`src/rtl/mem_pkg.sv`:
```
// Shared definitions for the memory-access pipeline stage: op codes, FSM states,
// lane constants and op classification helpers.
package mem_pkg;

  typedef enum logic [0:0] {
    IDLE = 1'b0,
    BUSY = 1'b1
  } state_e;

  typedef enum logic [1:0] {
    SZ_NONE = 2'd0,
    SZ_BYTE = 2'd1,
    SZ_HALF = 2'd2,
    SZ_WORD = 2'd3
  } size_e;

  localparam logic [3:0] OP_NONE = 4'd0;
  localparam logic [3:0] OP_LB   = 4'd1;
  localparam logic [3:0] OP_LH   = 4'd2;
  localparam logic [3:0] OP_LW   = 4'd3;
  localparam logic [3:0] OP_LBU  = 4'd4;
  localparam logic [3:0] OP_LHU  = 4'd5;
  localparam logic [3:0] OP_SB   = 4'd9;
  localparam logic [3:0] OP_SH   = 4'd10;
  localparam logic [3:0] OP_SW   = 4'd11;

  localparam int BYTE_BITS = 8;
  localparam int HALF_BITS = 16;
  localparam int LANES     = 4;

  // Unlisted codes classify as SZ_NONE, so they behave exactly like OP_NONE.
  function automatic size_e op_size(input logic [3:0] op);
    case (op)
      OP_LB, OP_LBU, OP_SB: op_size = SZ_BYTE;
      OP_LH, OP_LHU, OP_SH: op_size = SZ_HALF;
      OP_LW, OP_SW:         op_size = SZ_WORD;
      default:              op_size = SZ_NONE;
    endcase
  endfunction

  function automatic logic is_store(input logic [3:0] op);
    is_store = (op == OP_SB) || (op == OP_SH) || (op == OP_SW);
  endfunction

  function automatic logic is_mem(input logic [3:0] op);
    is_mem = (op_size(op) != SZ_NONE);
  endfunction

endpackage

```
`src/rtl/mem_align.sv`:
```
// Combinational lane steering for data memory: byte enables, store-data
// replication, load extraction with sign/zero extension, misalignment flag.
module mem_align
  import mem_pkg::*;
#(
  parameter int DBITS = 32
) (
  input  logic [3:0]       op,
  input  logic [1:0]       offset,
  input  logic [DBITS-1:0] sdata,
  input  logic [DBITS-1:0] rdata,
  output logic [3:0]       be,
  output logic [DBITS-1:0] wdata,
  output logic [DBITS-1:0] ldata,
  output logic             misaligned
);

  size_e            sz;
  logic [DBITS-1:0] shifted;

  always_comb begin
    sz         = op_size(op);
    be         = 4'b0000;
    wdata      = sdata;
    shifted    = rdata;
    ldata      = rdata;
    misaligned = 1'b0;
    case (sz)
      SZ_BYTE: begin
        be      = 4'b0001 << offset;
        wdata   = {(DBITS/BYTE_BITS){sdata[BYTE_BITS-1:0]}};
        shifted = rdata >> {offset, 3'b000};
        if (op == OP_LB)
          ldata = {{(DBITS-BYTE_BITS){shifted[BYTE_BITS-1]}}, shifted[BYTE_BITS-1:0]};
        else
          ldata = {{(DBITS-BYTE_BITS){1'b0}}, shifted[BYTE_BITS-1:0]};
      end
      SZ_HALF: begin
        // offset[0] is dropped: an odd half access lands on its containing half.
        be         = 4'b0011 << {offset[1], 1'b0};
        wdata      = {(DBITS/HALF_BITS){sdata[HALF_BITS-1:0]}};
        shifted    = rdata >> {offset[1], 4'b0000};
        misaligned = offset[0];
        if (op == OP_LH)
          ldata = {{(DBITS-HALF_BITS){shifted[HALF_BITS-1]}}, shifted[HALF_BITS-1:0]};
        else
          ldata = {{(DBITS-HALF_BITS){1'b0}}, shifted[HALF_BITS-1:0]};
      end
      SZ_WORD: begin
        be         = 4'hF;
        misaligned = (offset != 2'b00);
      end
      default: begin
        be = 4'b0000;
      end
    endcase
  end

endmodule

```
`src/rtl/mem_stage.sv`:
```
// MEM pipeline stage: issues data-memory accesses over req/ack, stalls execute
// while waiting, and writes the MEM latch. Define MEM_MISALIGN_TRAP_EN to trap
// misaligned half/word accesses instead of ignoring the low address bits.
module mem_stage
  import mem_pkg::*;
#(
  parameter int DBITS       = 32,
  parameter int REGNOBITS   = 5,
  parameter int ACK_TIMEOUT = 16
) (
  input  logic                 clk,
  input  logic                 reset,
  input  logic                 in_valid,
  input  logic [3:0]           in_memop,
  input  logic [DBITS-1:0]     in_result,
  input  logic [DBITS-1:0]     in_sdata,
  input  logic [REGNOBITS-1:0] in_rd,
  input  logic                 in_wr_reg,
  input  logic [DBITS-1:0]     in_pc,
  output logic                 stall_to_agex,
  output logic                 dmem_req,
  output logic                 dmem_we,
  output logic [DBITS-1:0]     dmem_addr,
  output logic [3:0]           dmem_be,
  output logic [DBITS-1:0]     dmem_wdata,
  input  logic [DBITS-1:0]     dmem_rdata,
  input  logic                 dmem_ack,
  output logic                 mem_valid,
  output logic [REGNOBITS-1:0] mem_rd,
  output logic                 mem_wr_reg,
  output logic [DBITS-1:0]     mem_result,
  output logic [DBITS-1:0]     mem_pc,
  output logic                 mem_err,
  output logic                 fwd_valid,
  output logic [REGNOBITS-1:0] fwd_rd,
  output logic [DBITS-1:0]     fwd_data,
  output state_e               dbg_state
);

  localparam int            CW       = $clog2(ACK_TIMEOUT);
  localparam logic [CW-1:0] CNT_LAST = CW'(ACK_TIMEOUT - 1);

  // Handshake: dmem_req rises with addr/be/we/wdata registered and all of them
  // stay constant until the cycle dmem_ack is sampled high (dmem_rdata valid in
  // that same cycle); req drops on the following edge. No new request is raised
  // in the cycle req drops, so every ack maps to exactly one request.

  state_e                 state;
  logic [CW-1:0]          cnt;
  logic [3:0]             op_q;
  logic [1:0]             off_q;
  logic [REGNOBITS-1:0]   rd_q;
  logic                   wr_q;
  logic [DBITS-1:0]       pc_q;
  logic [DBITS-1:0]       addr_q;

  logic [3:0]             al_op;
  logic [1:0]             al_off;
  logic [3:0]             al_be;
  logic [DBITS-1:0]       al_wdata;
  logic [DBITS-1:0]       al_ldata;
  logic                   al_misaligned;
  logic                   in_is_mem;
  logic                   trap;
  logic                   cnt_last;

  // While BUSY the aligner works on the captured op so execute may change freely.
  assign al_op     = (state == BUSY) ? op_q  : in_memop;
  assign al_off    = (state == BUSY) ? off_q : in_result[1:0];
  assign in_is_mem = is_mem(in_memop);
  assign cnt_last  = (cnt == CNT_LAST);

  mem_align #(.DBITS(DBITS)) u_align (
    .op         (al_op),
    .offset     (al_off),
    .sdata      (in_sdata),
    .rdata      (dmem_rdata),
    .be         (al_be),
    .wdata      (al_wdata),
    .ldata      (al_ldata),
    .misaligned (al_misaligned)
  );

`ifdef MEM_MISALIGN_TRAP_EN
  assign trap = in_is_mem & al_misaligned;
`else
  logic unused_misaligned;
  assign unused_misaligned = al_misaligned;
  assign trap = 1'b0;
`endif

  assign stall_to_agex = (state == BUSY) & ~dmem_ack & ~cnt_last;
  assign fwd_valid     = mem_valid & mem_wr_reg;
  assign fwd_rd        = mem_rd;
  assign fwd_data      = mem_result;
  assign dbg_state     = state;

  always_ff @(posedge clk or negedge reset) begin
    if (!reset) begin
      state      <= IDLE;
      cnt        <= '0;
      op_q       <= OP_NONE;
      off_q      <= 2'b00;
      rd_q       <= '0;
      wr_q       <= 1'b0;
      pc_q       <= '0;
      addr_q     <= '0;
      dmem_req   <= 1'b0;
      dmem_we    <= 1'b0;
      dmem_addr  <= '0;
      dmem_be    <= 4'b0000;
      dmem_wdata <= '0;
      mem_valid  <= 1'b0;
      mem_rd     <= '0;
      mem_wr_reg <= 1'b0;
      mem_result <= '0;
      mem_pc     <= '0;
      mem_err    <= 1'b0;
    end else begin
      mem_valid <= 1'b0;
      case (state)
        IDLE: begin
          if (in_valid) begin
            if (!in_is_mem || trap) begin
              mem_valid  <= 1'b1;
              mem_rd     <= in_rd;
              mem_wr_reg <= in_wr_reg & ~trap;
              mem_result <= in_result;
              mem_pc     <= in_pc;
              mem_err    <= trap;
            end else begin
              dmem_req   <= 1'b1;
              dmem_we    <= is_store(in_memop);
              dmem_addr  <= {in_result[DBITS-1:2], 2'b00};
              dmem_be    <= al_be;
              dmem_wdata <= al_wdata;
              op_q       <= in_memop;
              off_q      <= in_result[1:0];
              rd_q       <= in_rd;
              wr_q       <= in_wr_reg;
              pc_q       <= in_pc;
              addr_q     <= in_result;
              cnt        <= '0;
              state      <= BUSY;
            end
          end
        end
        BUSY: begin
          if (dmem_ack || cnt_last) begin
            dmem_req  <= 1'b0;
            dmem_we   <= 1'b0;
            state     <= IDLE;
            mem_valid <= 1'b1;
            mem_rd    <= rd_q;
            mem_pc    <= pc_q;
            if (dmem_ack) begin
              mem_err    <= 1'b0;
              mem_wr_reg <= wr_q & ~is_store(op_q);
              mem_result <= is_store(op_q) ? addr_q : al_ldata;
            end else begin
              mem_err    <= 1'b1;
              mem_wr_reg <= 1'b0;
              mem_result <= '0;
            end
          end else begin
            cnt <= cnt + 1'b1;
          end
        end
        default: state <= IDLE;
      endcase
    end
  end

endmodule
```
`config.mk`:
```
export PLATFORM = sky130hd
export DESIGN_NAME = mem_stage
export DESIGN_NICKNAME = d
export VERILOG_FILES = /design/src/rtl/mem_pkg.sv /design/src/rtl/mem_align.sv /design/src/rtl/mem_stage.sv
export SDC_FILE = /design/constraint.sdc
export NUM_CORES = 1
export LEC_CHECK = 0
export ABC_AREA = 1
export CAP_MARGIN = 20
export CORE_MARGIN = 8
export CORE_UTILIZATION = 25
export CTS_CLUSTER_DIAMETER = 50
export CTS_CLUSTER_SIZE = 30
export DETAILED_ROUTE_END_ITERATION = 12
export PLACE_DENSITY = 0.61
export SLEW_MARGIN = 5
export SYNTH_ARGS = -nofsm -noshare
export SYNTH_HDL_FRONTEND = slang
export SYNTH_SLANG_ARGS = --single-unit
```
`constraint.sdc`:
```
create_clock -name clk -period 2.7 [get_ports clk]
set_input_delay 0.54 -clock clk [delete_from_list [all_inputs] [get_ports clk]]
set_output_delay 0.54 -clock clk [all_outputs]
set_load 0.02 [all_outputs]
```
# Word level (Yosys, flattened, before mapping)

Memory sizes are Yosys's and may differ from the RTL's.
Index checks and enable logic that the tools add are counted.

Bits in registers: 221
Memories kept: 2
Logic and storage cells: 111
Input bits: 142
Output and inout port bits: 182
Memory bits (read-only): 64

Memories:

| memory          | words | bits a word | read ports | clocked after Yosys merged registers in | write ports | RTL line      | RTL |
|---|---|---|---|---|---|---|---|
| (no name shown) | 16    | 2           | 1          | 0                                       | 0           | mem_pkg.sv:33 | `case (op)` |
| (no name shown) | 16    | 2           | 1          | 0                                       | 0           | mem_pkg.sv:33 |  |

Shift operators: 4
Reduce and logical (&&, ||, !) cells: 10
Bitwise gates (word level): 8
Add/subtract/negate cells: 1
Eq/ne operators: 17
Muxes and demuxes: 50

Operators by type and width:

| operator                                            | number |
|---|---|
| 2-to-1 mux 32 bit                                   | 10 |
| one-hot mux 32 bit (2 select lines)                 | 4 |
| >> shifter 32 x 5 -> 16 bit                         | 1 |
| >> shifter 32 x 5 -> 8 bit                          | 1 |
| equality test 4 bit, second input constant          | 7 |
| 2-to-1 mux 1 bit                                    | 19 |
| 2-to-1 mux 4 bit                                    | 4 |
| 2-to-1 mux 5 bit                                    | 3 |
| one-hot mux 1 bit (2 select lines)                  | 6 |
| one-hot mux 4 bit (3 select lines)                  | 1 |
| AND reduction 3 bit                                 | 4 |
| one-hot mux 5 bit (2 select lines)                  | 1 |
| inequality test 2 bit, second input constant        | 4 |
| one-hot mux 4 bit (2 select lines)                  | 1 |
| logical OR 1 bit                                    | 5 |
| adder 4 x 1 -> 4 bit, second input constant         | 1 |
| bitwise AND 1 bit                                   | 4 |
| equality test 2 bit, second input constant          | 2 |
| equality test 4 x 1 -> 1 bit, second input constant | 1 |
| equality test 4 x 2 -> 1 bit, second input constant | 1 |
| inverter 1 bit                                      | 4 |
| << shifter 1 x 2 -> 4 bit, first input constant     | 1 |
| << shifter 2 x 2 -> 4 bit, first input constant     | 1 |
| equality test 2 x 1 -> 1 bit, second input constant | 1 |
| 3 further kinds                                     | 3 |

# Logic depth before layout (Yosys ltp)

Gate-level depths: netlist of run 1.

Depth in word-level cells: 8
Depth in mapped cells: 20
Mapped depth without buffers: 18

# Hierarchy

A second synthesis of run 1 with hierarchy kept.

Cell total of the unflattened synthesis: 1489
Area, all modules: 10602.7 um^2

By module, submodules not included:

| module    | times used | cells an instance | seq. area each (um^2) | area an instance (um^2) |
|---|---|---|---|---|
| mem_stage | 1          | 1193              | 4729.5                | 9205.1 |
| mem_align | 1          | 296               | 0.0                   | 1397.6 |

# Worst setup path before layout of run 1

OpenSTA, ideal clock, no wires.

Kind: register to register
Start point: register state, in the netlist dbg_state
End point: register mem_result[7], in the netlist fwd_data[7]
Library setup time: 0.077 ns
Arrival time: 2.463 ns
Clock period less this slack: 2.540 ns
Setup slack: 0.160 ns
Path buffers: 1
Stages on the path, launching flop included: 17
Required time: 2.623 ns
Cell sequence: dfrtp_1 > inv_2 > buf_4 > nand2_1 > nand2_2 > inv_1 > nand2_1 > inv_1 > a22oi_1 > ha_1 > nor2_2 > nand2_1 > o21ai_0 > a21oi_1 > o21ai_0 > o211ai_1 > a21oi_1

Word-level cells in the longest chain between the ends: 8
Elaborated cells between the ends (all ways): 19
Classes of those cells: eq/ne (5); shift (2); mux (9); bitwise (1); reduce/logical (1); memory (1)

Ends and longest elaborated chain:

| item                                                 | RTL line                         | RTL |
|---|---|---|
| from (decl)                                          | mem_stage.sv:48                  | `state_e state;` |
| from (signal assigned)                               | mem_stage.sv:100                 | `state <= IDLE;` |
| from (signal assigned)                               | mem_stage.sv:144                 | `state <= BUSY;` |
| from (signal assigned)                               | mem_stage.sv:152                 | `state <= IDLE;` |
| 2-to-1 mux 4 bit or 2-to-1 mux 2 bit (tied branches) | mem_stage.sv:68, mem_stage.sv:69 |  |
| memory (16 x 2 bit), or another cell as far along    | -                                |  |
| equality test 2 bit, or another cell as far along    | mem_align.sv:28                  | `case (sz)` |
| one-hot mux 32 bit (2 select lines)                  | mem_align.sv:28                  |  |
| 2-to-1 mux 32 bit                                    | mem_stage.sv:159                 | `mem_result <= is_store(op_q) ? addr_q : al_ldata;` |
| 2-to-1 mux 32 bit                                    | mem_stage.sv:156                 | `if (dmem_ack) begin` |
| 2-to-1 mux 32 bit                                    | mem_stage.sv:149                 | `if (dmem_ack \|\| cnt_last) begin` |
| one-hot mux 32 bit (2 select lines)                  | mem_stage.sv:121                 | `case (state)` |
| to (signal assigned)                                 | mem_stage.sv:128                 | `mem_result <= in_result;` |
| to (signal assigned)                                 | mem_stage.sv:159                 |  |
| to (decl)                                            | mem_stage.sv:31                  | `output logic [DBITS-1:0] mem_result,` |

Parallel ways exist; a longest one is shown, timed or not. The select of a mux whose other input is x is not followed.
A chain may end at the register's enable or synchronous reset.

# Worst setup path in the final report of run 1

Start point: register state, in the netlist dbg_state
End point: register mem_result[25], in the netlist fwd_data[25]

Word-level cells in the longest chain between the ends: 8
Elaborated cells between the ends (all ways): 21
Classes of those cells: eq/ne (7); shift (2); mux (9); bitwise (1); reduce/logical (1); memory (1)

Ends and longest elaborated chain:

| item                                                 | RTL line |
|---|---|
| 2-to-1 mux 4 bit or 2-to-1 mux 2 bit (tied branches) | mem_stage.sv:68, mem_stage.sv:69 |
| memory (16 x 2 bit), or another cell as far along    | - |
| equality test 2 bit, or another cell as far along    | mem_align.sv:28 |
| one-hot mux 32 bit (2 select lines)                  | mem_align.sv:28 |
| 2-to-1 mux 32 bit                                    | mem_stage.sv:159 |
| 2-to-1 mux 32 bit                                    | mem_stage.sv:156 |
| 2-to-1 mux 32 bit                                    | mem_stage.sv:149 |
| one-hot mux 32 bit (2 select lines)                  | mem_stage.sv:121 |

Parallel ways exist; a longest one is shown, timed or not. The select of a mux whose other input is x is not followed.

==> impl_metrics.py, run 1 <==
metrics = {
    "status": {
        "status": "finished, final reports clean",
    },
    "sta": {
        "clock_skew_ns": 0.00957,
        "relSlewSlack_pct": 48.0,
        "drv_slew": 0,
        "tightest_slew_ns": 0.777,
        "fmax_mhz": 395,
        "setup-tns-final_ns": 0,
        "layout_worst_path_cycle_share_pct": 93.9,
        "hold_viol_final": 0,
        "setup_slack_ns": 0.166,
        "period_minus_slack_ns": 2.53,
        "setup_viol": 0,
    },
    "global_route": {
        "track_usage_pct": 16.0,
        "first_global_vias": 9649,
        "overflow": 0,
        "antenna_found_initial": 4,
        "grt_pass1_wl_um": 58200,
        "grt_max_degree": 69,
    },
    "synthesis": {
        "synth_seq_area_share_pct": 47.8,
        "synth_area_um2": 9900,
        "synthArstFlopShare_pct": 100,
        "synth_ff_type": "dfrtp_1",
        "syn_area_per_cell_um2": 7.66,
        "synth-edff-count": 0,
        "synth_area_leaders": "dfrtp_1 (48%), nand2_1 (17%), buf_4 (5.3%)",
        "ys_ff_latch": 189,
        "syn_inst": 1292,
        "synth_top_area_cell": "dfrtp_1",
        "yosysTopAreaCellShare_pct": 47.8,
        "synth.yosys.warnings": 0,
        "ys_types": 39,
    },
    "cts": {
        "htreeDepth": 4,
        "cts_made_buffers": 17,
        "cts_root_buf": "clkbuf_16",
        "cts_tree": "built",
        "cts.path.max_buffers": 2,
        "clk_pin_slew_ns": 0.08,
        "cts_sinks": 189,
        "cts-hold-fix-buffers": 0,
        "clk_latency_ns": 0.45,
    },
    "setup_path": {
        "worstPathRequired_ns": 3.08,
        "slowest_stage": "dfrtp_2",
        "worst_path_largest_cell_delay_ns": 0.49,
        "worstSetupPathType": "register to register",
        "rrSetupSlack_ns": 0.17,
        "crit_chain": "inv_4, nand2_1, nand2_2, inv_1, nand2_2, inv_1, a22oi_2, ha_2, clkinvlp_4, nor2_4, nand2_1, nand2_2, nand2_2, nand3_4, buf_12, nand2_2, nand2_1, nand2_1, a21oi_2",
        "crit_arrival_ns": 2.92,
        "critPathCaptureType": "register",
        "crit_path_max_fanout": 8,
        "path_common_cell": "nand2_2",
        "critical_path.startpoint_type": "register",
    },
    "power": {
        "p_switching_mw": 5.18,
        "ir_worst_vdd_uv": 461,
        "switching_share_pct": 39.8,
        "combPwrFrac_pct": 46.3,
        "intPower_mw": 7.83,
        "powerDensity_nw_per_um2": 901,
        "p_leak_nw": 6.72,
        "pwr-share-clk_pct": 21.0,
        "p_seq_share_pct": 32.7,
        "finalPower_mw": 13.0,
    },
    "floorplanning": {
        "std_cell_rows": 73,
        "fp.dieH_um": 215,
        "start_util_pct": 25.1,
        "io_pins": 324,
        "die-area_um2": 46200,
        "die_w_um": 215,
        "core_area_um2": 39500,
    },
    "route": {
        "wl_um": 37600,
        "drt_iter0_markers": 624,
        "highest_layer": "met5",
        "wl_met1_um": 16200,
        "dr_wl_met2_um": 18000,
        "dr_wl_met3_um": 2830,
        "wl_per_cell_um": 17.9,
        "vias": 9493,
        "first_pass_iters": 5,
        "viasPerCell": 4.51,
        "drtAntennaViolNets": 0,
        "drc": 0,
    },
    "placement": {
        "port_buffers": 321,
        "dpl.hpwl_um": 27800,
        "place_ws_ns": -0.463,
        "gp_congestion": 0.917,
    },
    "min_path": {
        "hold_path_class": "input port to async pin",
    },
    "finish": {
        "layout_common_cells": "nand2_1 (450), clkdlybuf4s50_1 (318), dfrtp_1 (188), nor2_1 (103), o21ai_0 (89)",
        "drive_gt1_share_pct": 10.8,
        "nNetsFinal": 1714,
        "layout_commonest_cell": "nand2_1",
        "syn_to_final_growth_pct": 45.8,
        "fin_util_pct": 36.6,
        "nFillCells": 4078,
    },
    "run": {
        "maxCapViolations": 0,
    },
}
worst max-delay path: cells and delay by family (launching register included):
kind	cells	cell delay (ns)
compound gates	2	0.29
fa+ha+maj	1	0.25
buf+inv	5	0.52
flops	1	0.49
simple gates	11	0.91
synth_stat cells (2+ instances only):
| master | n |
|---|---|
| dfrtp_1 | 189 |
| nand2_1 | 453 |
| a32oi_1 | 8 |
| a31oi_1 | 55 |
| a21oi_2 | 10 |
| a21oi_1 | 69 |
| inv_2 | 5 |
| ha_1 | 5 |
| nand3_1 | 13 |
| o21ai_0 | 90 |
| o21ai_1 | 2 |
| nand2_2 | 20 |
| nor2_4 | 3 |
| clkbuf_1 | 56 |
| inv_1 | 84 |
| or2_2 | 6 |
| nor2_2 | 2 |
| buf_2 | 10 |
| a22oi_1 | 11 |
| nor2_1 | 105 |
| nand3b_1 | 2 |
| o31ai_1 | 5 |
| buf_4 | 70 |
| o211ai_1 | 4 |
worst paths after layout:
| kind | from | to | cells past startpoint |
|---|---|---|---|
| hold / removal | reset | addr_q[8] | 1 |
| setup reg to reg | dbg_state | fwd_data[25] | 19 |
| min in group clk | pc_q[26] | pc_q[26] | 2 |
| hold reg to reg | pc_q[26] | pc_q[26] | 2 |
| setup / recovery | dbg_state | fwd_data[25] | 19 |
| max in group asynchronous | reset | pc_q[6] | 2 |
through the flow:
step / hold slack, ns / instances / instance area (µm²)
after floorplan: 0.244 / 1293 / 9910
after global placement: 0.462 / 2061 / 13600
after detailed placement: 0.465 / 2061 / 13600
after CTS: 0.107 / 2093 / 14300
after global routing: 0.109 / 2107 / 14400
final: 0.0908 / 2107 / 14400
cell type report:
type	count	area, µm²	share of cell area [%]
flip-flops and latches	189	4730	32.8
multi-input cells	877	4120	28.5
repair buffers	392	3960	27.4
well taps	525	657	4.55
clock buffers	17	425	2.95
inverters	90	349	2.42
clock inverters	15	199	1.38
diodes	2	5.00	0.0347
cell families after synthesis:
family          after synthesis  synth area share, %
simple gates                610                 24.8
compound gates              259                 15.1
buf+inv                     228                 11.7
flops                       189                 47.8
fa+ha+maj                     5                0.632
other cells                   1               0.0379
power by group through the flow:
stage | clock [mW] | combinational, mW | sequential, mW
after floorplan | 0 | 2.72 | 4.80
after global placement | 0 | 5.89 | 4.28
after detailed placement | 0 | 5.93 | 4.30
after CTS | 2.84 | 5.96 | 4.26
after global routing | 2.95 | 6.54 | 4.36
final | 2.74 | 6.02 | 4.25
metal layers:
| layer | track usage [%] | vias to the layer above |
|---|---|---|
| met2 | 26.2 | 345 |
| met4 | 4.70 | 2 |
| met5 | 0 | - |
| met1 | 19.6 | 4482 |
| li1 | - | 4625 |
| met3 | 5.79 | 39 |
repair_timing:
item	in CTS	in global routing
gates cloned	0	1
endpoints found under the hold margin	0	0
resized for setup	4	20
setup buffers	0	11
pin swaps	0	9
setup endpoints to repair	2	52
Power figures use the tool's default switching activity.
==> run 2: changes to the inputs <==
--- a/config.mk
+++ b/config.mk
@@ -8,11 +8,10 @@
 export ABC_AREA = 1
 export CAP_MARGIN = 20
 export CORE_MARGIN = 8
-export CORE_UTILIZATION = 25
-export CTS_CLUSTER_DIAMETER = 50
+export CORE_UTILIZATION = 31
 export CTS_CLUSTER_SIZE = 30
 export DETAILED_ROUTE_END_ITERATION = 12
-export PLACE_DENSITY = 0.61
+export PLACE_DENSITY = 0.7
 export SLEW_MARGIN = 5
 export SYNTH_ARGS = -nofsm -noshare
 export SYNTH_HDL_FRONTEND = slang
==> impl_metrics.py, run 2 (synthesized netlist as in run 1, its figures left out) <==
metrics = {
    "status": {
        "status": "finished, final reports clean",
    },
    "setup_path": {
        "rrSetupSlack_ns": 0.23,
        "worst_path_largest_cell_delay_ns": 0.45,
        "path_common_cell": "inv_1",
        "critPathCaptureType": "register",
        "worstSetupPathType": "input port to register",
        "critical_path.startpoint_type": "input port",
        "path_buf_inv": 7,
        "slowest_stage": "clkdlybuf4s50_1",
        "crit_chain": "clkdlybuf4s50_1, inv_1, nand2_1, nand2_2, inv_1, nand2_1, inv_1, a22oi_2, buf_4, inv_1, ha_1, buf_4, o21ai_0, o31ai_2, nand2_1, a21oi_1",
        "crit_arrival_ns": 2.85,
        "worstPathRequired_ns": 3.05,
        "cp_top_family": "buffers and inverters",
        "crit_path_max_fanout": 5,
    },
    "cts": {
        "cts_sinks": 189,
        "htreeDepth": 4,
        "cts-hold-fix-buffers": 0,
        "cts_root_buf": "clkbuf_16",
        "clk_pin_slew_ns": 0.07,
        "cts_tree": "built",
        "cts_made_buffers": 17,
        "clk_latency_ns": 0.43,
        "cts.path.max_buffers": 2,
    },
    "power": {
        "p_leak_nw": 6.58,
        "powerDensity_nw_per_um2": 894,
        "ir_worst_vdd_uv": 436,
    },
    "global_route": {
        "grt_max_degree": 61,
        "overflow": 0,
        "track_usage_pct": 18.3,
        "antenna_found_initial": 2,
        "grt_pass1_wl_um": 55700,
        "first_global_vias": 9750,
    },
    "placement": {
        "gp_congestion": 0.902,
        "post_dp_cell_area_um2": 13400,
        "port_buffers": 321,
        "dpl.hpwl_um": 26400,
    },
    "sta": {
        "period_minus_slack_ns": 2.51,
        "layout_worst_path_cycle_share_pct": 92.8,
        "hold_viol_final": 0,
        "clock_skew_ns": 0.0172,
        "tightest_slew_ns": 0.522,
        "drv_slew": 0,
        "relSlewSlack_pct": 65.2,
        "fmax_mhz": 399,
        "setup-tns-final_ns": 0,
        "grt_setup_unrepaired": "no",
        "setup_viol": 0,
    },
    "route": {
        "vias": 9500,
        "wl_um": 35300,
        "drt_iter0_markers": 541,
        "wl_per_cell_um": 18.0,
        "first_pass_iters": 5,
        "viasPerCell": 4.83,
        "wl_met1_um": 14600,
        "drc": 0,
        "dr_wl_met2_um": 17100,
        "drtAntennaViolNets": 0,
        "highest_layer": "met5",
        "dr_wl_met3_um": 3100,
    },
    "finish": {
        "layout_commonest_cell": "nand2_1",
        "nFillCells": 3082,
        "drive_gt1_share_pct": 9.34,
        "nNetsFinal": 1698,
        "design_area_um2": 14000,
        "layout_common_cells": "nand2_1 (452), clkdlybuf4s50_1 (319), dfrtp_1 (188), nor2_1 (104), o21ai_0 (90)",
        "syn_to_final_growth_pct": 41.3,
        "fin_util_pct": 44.5,
    },
    "floorplanning": {
        "die-area_um2": 37900,
        "core_area_um2": 31500,
        "io_pins": 324,
        "start_util_pct": 31.5,
        "fp.dieH_um": 195,
        "die_w_um": 195,
        "std_cell_rows": 65,
    },
    "min_path": {
        "hold_path_class": "input port to async pin",
    },
    "run": {
        "maxCapViolations": 0,
    },
}
## run 2: layer usage
layer	track usage, %	up-vias
met5	0	-
met4	4.78	2
met3	5.49	34
met2	30.8	419
met1	22.5	4457
li1	-	4588
## run 2: worst paths after layout
check                            startpoint     endpoint  cells past startpoint
worst max-delay path            in_memop[2]  fwd_data[3]                     16
worst min-delay path                  reset    fwd_rd[0]                      1
worst max register to register    dbg_state  fwd_data[1]                     13
worst min register to register     pc_q[15]     pc_q[15]                      2
max in group asynchronous             reset    addr_q[2]                      2
min in group clk                   pc_q[15]     pc_q[15]                      2
## run 2: layout make-up
class | instances | area, µm² | area share [%]
diodes | 1 | 2.50 | 0.0179
flip-flops and latches | 189 | 4730 | 33.8
multi-input cells | 877 | 4100 | 29.3
well taps | 402 | 503 | 3.59
inverters | 90 | 345 | 2.47
clock buffers | 20 | 447 | 3.19
repair buffers | 376 | 3760 | 26.9
clock inverters | 11 | 110 | 0.787
## run 2: repair_timing
action | 4_1_cts | 5_1_grt
buffers inserted | 0 | 2
endpoints found under the setup margin | 6 | 31
cloned | 0 | 1
resized for setup | 4 | 9
## run 2: per-stage QoR
step	setup slack, ns	total power [mW]	hold WS, ns	instances
6_report	0.195	12.5	0.0630	1966
5_1_grt	0.0125	13.3	0.0755	1966
4_1_cts	-0.00857	12.6	0.0692	1962
3_5_place_dp	-0.474	10.1	0.465	1931
3_3_place_gp	-0.452	10.0	0.461	1931
2_1_floorplan	0.160	7.52	0.244	1293
## run 2: report_power, final
part / total [mW] / internal [mW] / switching, mW
clock network: 2.46 / 1.31 / 1.15
registers: 4.26 / 3.65 / 0.616
logic: 5.79 / 2.55 / 3.24
==> run 3: changes to the inputs <==
--- a/config.mk
+++ b/config.mk
@@ -11,7 +11,7 @@
 export CORE_UTILIZATION = 31
 export CTS_CLUSTER_SIZE = 30
 export DETAILED_ROUTE_END_ITERATION = 12
-export PLACE_DENSITY = 0.7
+export PLACE_DENSITY_LB_ADDON = 0.08
 export SLEW_MARGIN = 5
 export SYNTH_ARGS = -nofsm -noshare
 export SYNTH_HDL_FRONTEND = slang
==> impl_metrics.py, run 3 (synthesized netlist as in run 1, its figures left out) <==
metrics = {
    "floorplanning": {
        "fp.dieH_um": 195,
        "die-area_um2": 37900,
        "core_area_um2": 31500,
        "std_cell_rows": 65,
        "start_util_pct": 31.5,
        "die_w_um": 195,
        "io_pins": 324,
    },
    "sta": {
        "fmax_mhz": 398,
        "drv_slew": 0,
        "layout_worst_path_cycle_share_pct": 93.0,
        "tightest_slew_ns": 0.693,
        "period_minus_slack_ns": 2.51,
        "clock_skew_ns": 0.00825,
        "hold_slack_ns": 0.145,
        "setup_viol": 0,
        "hold_viol_final": 0,
        "grt_setup_unrepaired": "no",
        "relSlewSlack_pct": 53.8,
    },
    "cts": {
        "cts.path.max_buffers": 2,
        "clk_latency_ns": 0.43,
        "cts_root_buf": "clkbuf_16",
        "clk_pin_slew_ns": 0.07,
        "cts_sinks": 189,
        "cts_tree": "built",
        "cts_made_buffers": 17,
        "htreeDepth": 4,
        "cts-hold-fix-buffers": 0,
    },
    "power": {
        "powerDensity_nw_per_um2": 887,
        "combPwrFrac_pct": 47.4,
        "p_switching_mw": 5.07,
        "p_seq_share_pct": 33.7,
        "ir_worst_vdd_uv": 411,
        "finalPower_mw": 12.5,
        "pwr-share-clk_pct": 18.9,
        "intPower_mw": 7.46,
        "p_leak_nw": 6.66,
        "switching_share_pct": 40.5,
    },
    "global_route": {
        "first_global_vias": 9686,
        "track_usage_pct": 19.3,
        "grt_pass1_wl_um": 58100,
        "antenna_found_initial": 2,
        "grt_max_degree": 72,
        "overflow": 0,
    },
    "setup_path": {
        "worst_path_largest_cell_delay_ns": 0.46,
        "crit_arrival_ns": 2.82,
        "cp_top_family": "buffers and inverters",
        "slowest_stage": "clkdlybuf4s50_1",
        "worstSetupPathType": "input port to register",
        "critical_path.startpoint_type": "input port",
        "crit_chain": "clkdlybuf4s50_1, inv_1, nand2_1, nand2_2, inv_1, nand2_2, inv_1, a22oi_2, ha_2, clkinvlp_4, buf_4, or2_2, nand2_2, nand2_1, nand2_1, a21oi_2",
        "crit_path_max_fanout": 10,
        "critPathCaptureType": "register",
        "path_buf_inv": 6,
        "worstPathRequired_ns": 3.01,
    },
    "run": {
        "maxCapViolations": 0,
    },
    "route": {
        "drt_iter0_markers": 520,
        "drc": 0,
        "viasPerCell": 4.69,
        "wl_per_cell_um": 18.7,
        "first_pass_iters": 5,
        "wl_um": 37000,
        "vias": 9268,
        "drtAntennaViolNets": 0,
    },
    "finish": {
        "syn_to_final_growth_pct": 42.7,
        "seqCellArea_um2": 4730,
        "drive_gt1_share_pct": 10.9,
        "nNetsFinal": 1710,
        "layout_commonest_cell": "nand2_1",
        "antennaDiodeCount": 0,
        "fin_cells": 1976,
        "multi_input_area_um2": 4140,
        "design_area_um2": 14100,
        "layout_common_cells": "nand2_1 (447), clkdlybuf4s50_1 (318), dfrtp_1 (188), nor2_1 (103), o21ai_0 (87)",
        "nFillCells": 3168,
    },
    "placement": {
        "gp_congestion": 0.906,
        "dp.cells": 1938,
        "port_buffers": 321,
        "dpl.hpwl_um": 26800,
        "post_dp_cell_area_um2": 13400,
    },
    "min_path": {
        "hold_path_class": "input port to async pin",
    },
    "status": {
        "status": "finished, final reports clean",
    },
}
## run 3: changes by cell type in the layout (fill, tap and decap cells not counted), sizes merged
cell / previous run / this run
buf: 55 / 66
clkinvlp: 2 / 4
inv: 93 / 91
bufinv: 1 / 0
clkdlybuf4s50: 319 / 318
clkinv: 5 / 6
diode: 1 / 0
dlymetal6s2s: 1 / 2
## run 3: layout make-up
| type | instances | area share [%] |
|---|---|---|
| Timing Repair Buffer | 388 | 27.4 |
| Tap cell | 402 | 3.56 |
| Inverter | 90 | 2.51 |
| Clock inverter | 11 | 0.611 |
| Multi-Input combinational cell | 877 | 29.3 |
| Clock buffer | 19 | 3.13 |
| Sequential cell | 189 | 33.5 |
## run 3: power by group through the flow
stage	registers, mW	logic (mW)	clock network [mW]
3_3_place_gp	4.26	5.84	0
2_1_floorplan	4.80	2.72	0
5_1_grt	4.35	6.45	2.58
3_5_place_dp	4.28	5.86	0
4_1_cts	4.24	5.89	2.46
6_report	4.22	5.94	2.37
## run 3: final timing paths
check | start | end | slack [ns] | cells after the start
setup / recovery | in_memop[2] | fwd_data[27] | 0.19 | 16
hold / removal | reset | mem_pc[30] | 0.14 | 1
setup reg to reg | dbg_state | fwd_data[27] | 0.19 | 14
hold reg to reg | pc_q[3] | pc_q[3] | 0.48 | 2
max in group asynchronous | reset | dbg_state | 1.81 | 2
min in group clk | pc_q[3] | pc_q[3] | 0.48 | 2
## run 3: repair_timing
action,CTS,global route
pin swaps,0,10
gates cloned,0,2
buffers inserted,0,6
gates resized for setup,4,30
setup endpoints to repair,5,40
## run 3: through the flow
| stage | worst slack [ns] | utilization, % | TNS [ns] |
|---|---|---|---|
| 4_1_cts | -0.00131 | 44.3 | -0.00131 |
| 2_1_floorplan | 0.160 | - | 0 |
| 6_report | 0.188 | 44.9 | 0 |
| 5_1_grt | 0.0155 | 44.9 | 0 |
| 3_5_place_dp | -0.444 | 42.6 | -11.09 |
| 3_3_place_gp | -0.488 | 42.6 | -10.84 |
## run 3: layer usage
layer  routed length (µm)  up-vias  GRT usage [%]
met2                17600      263           31.8
li1                     -     4621              -
met1                16400     4359           24.6
met4                  362        4           4.30
met5                   22        -              0
met3                 2560       21           5.96
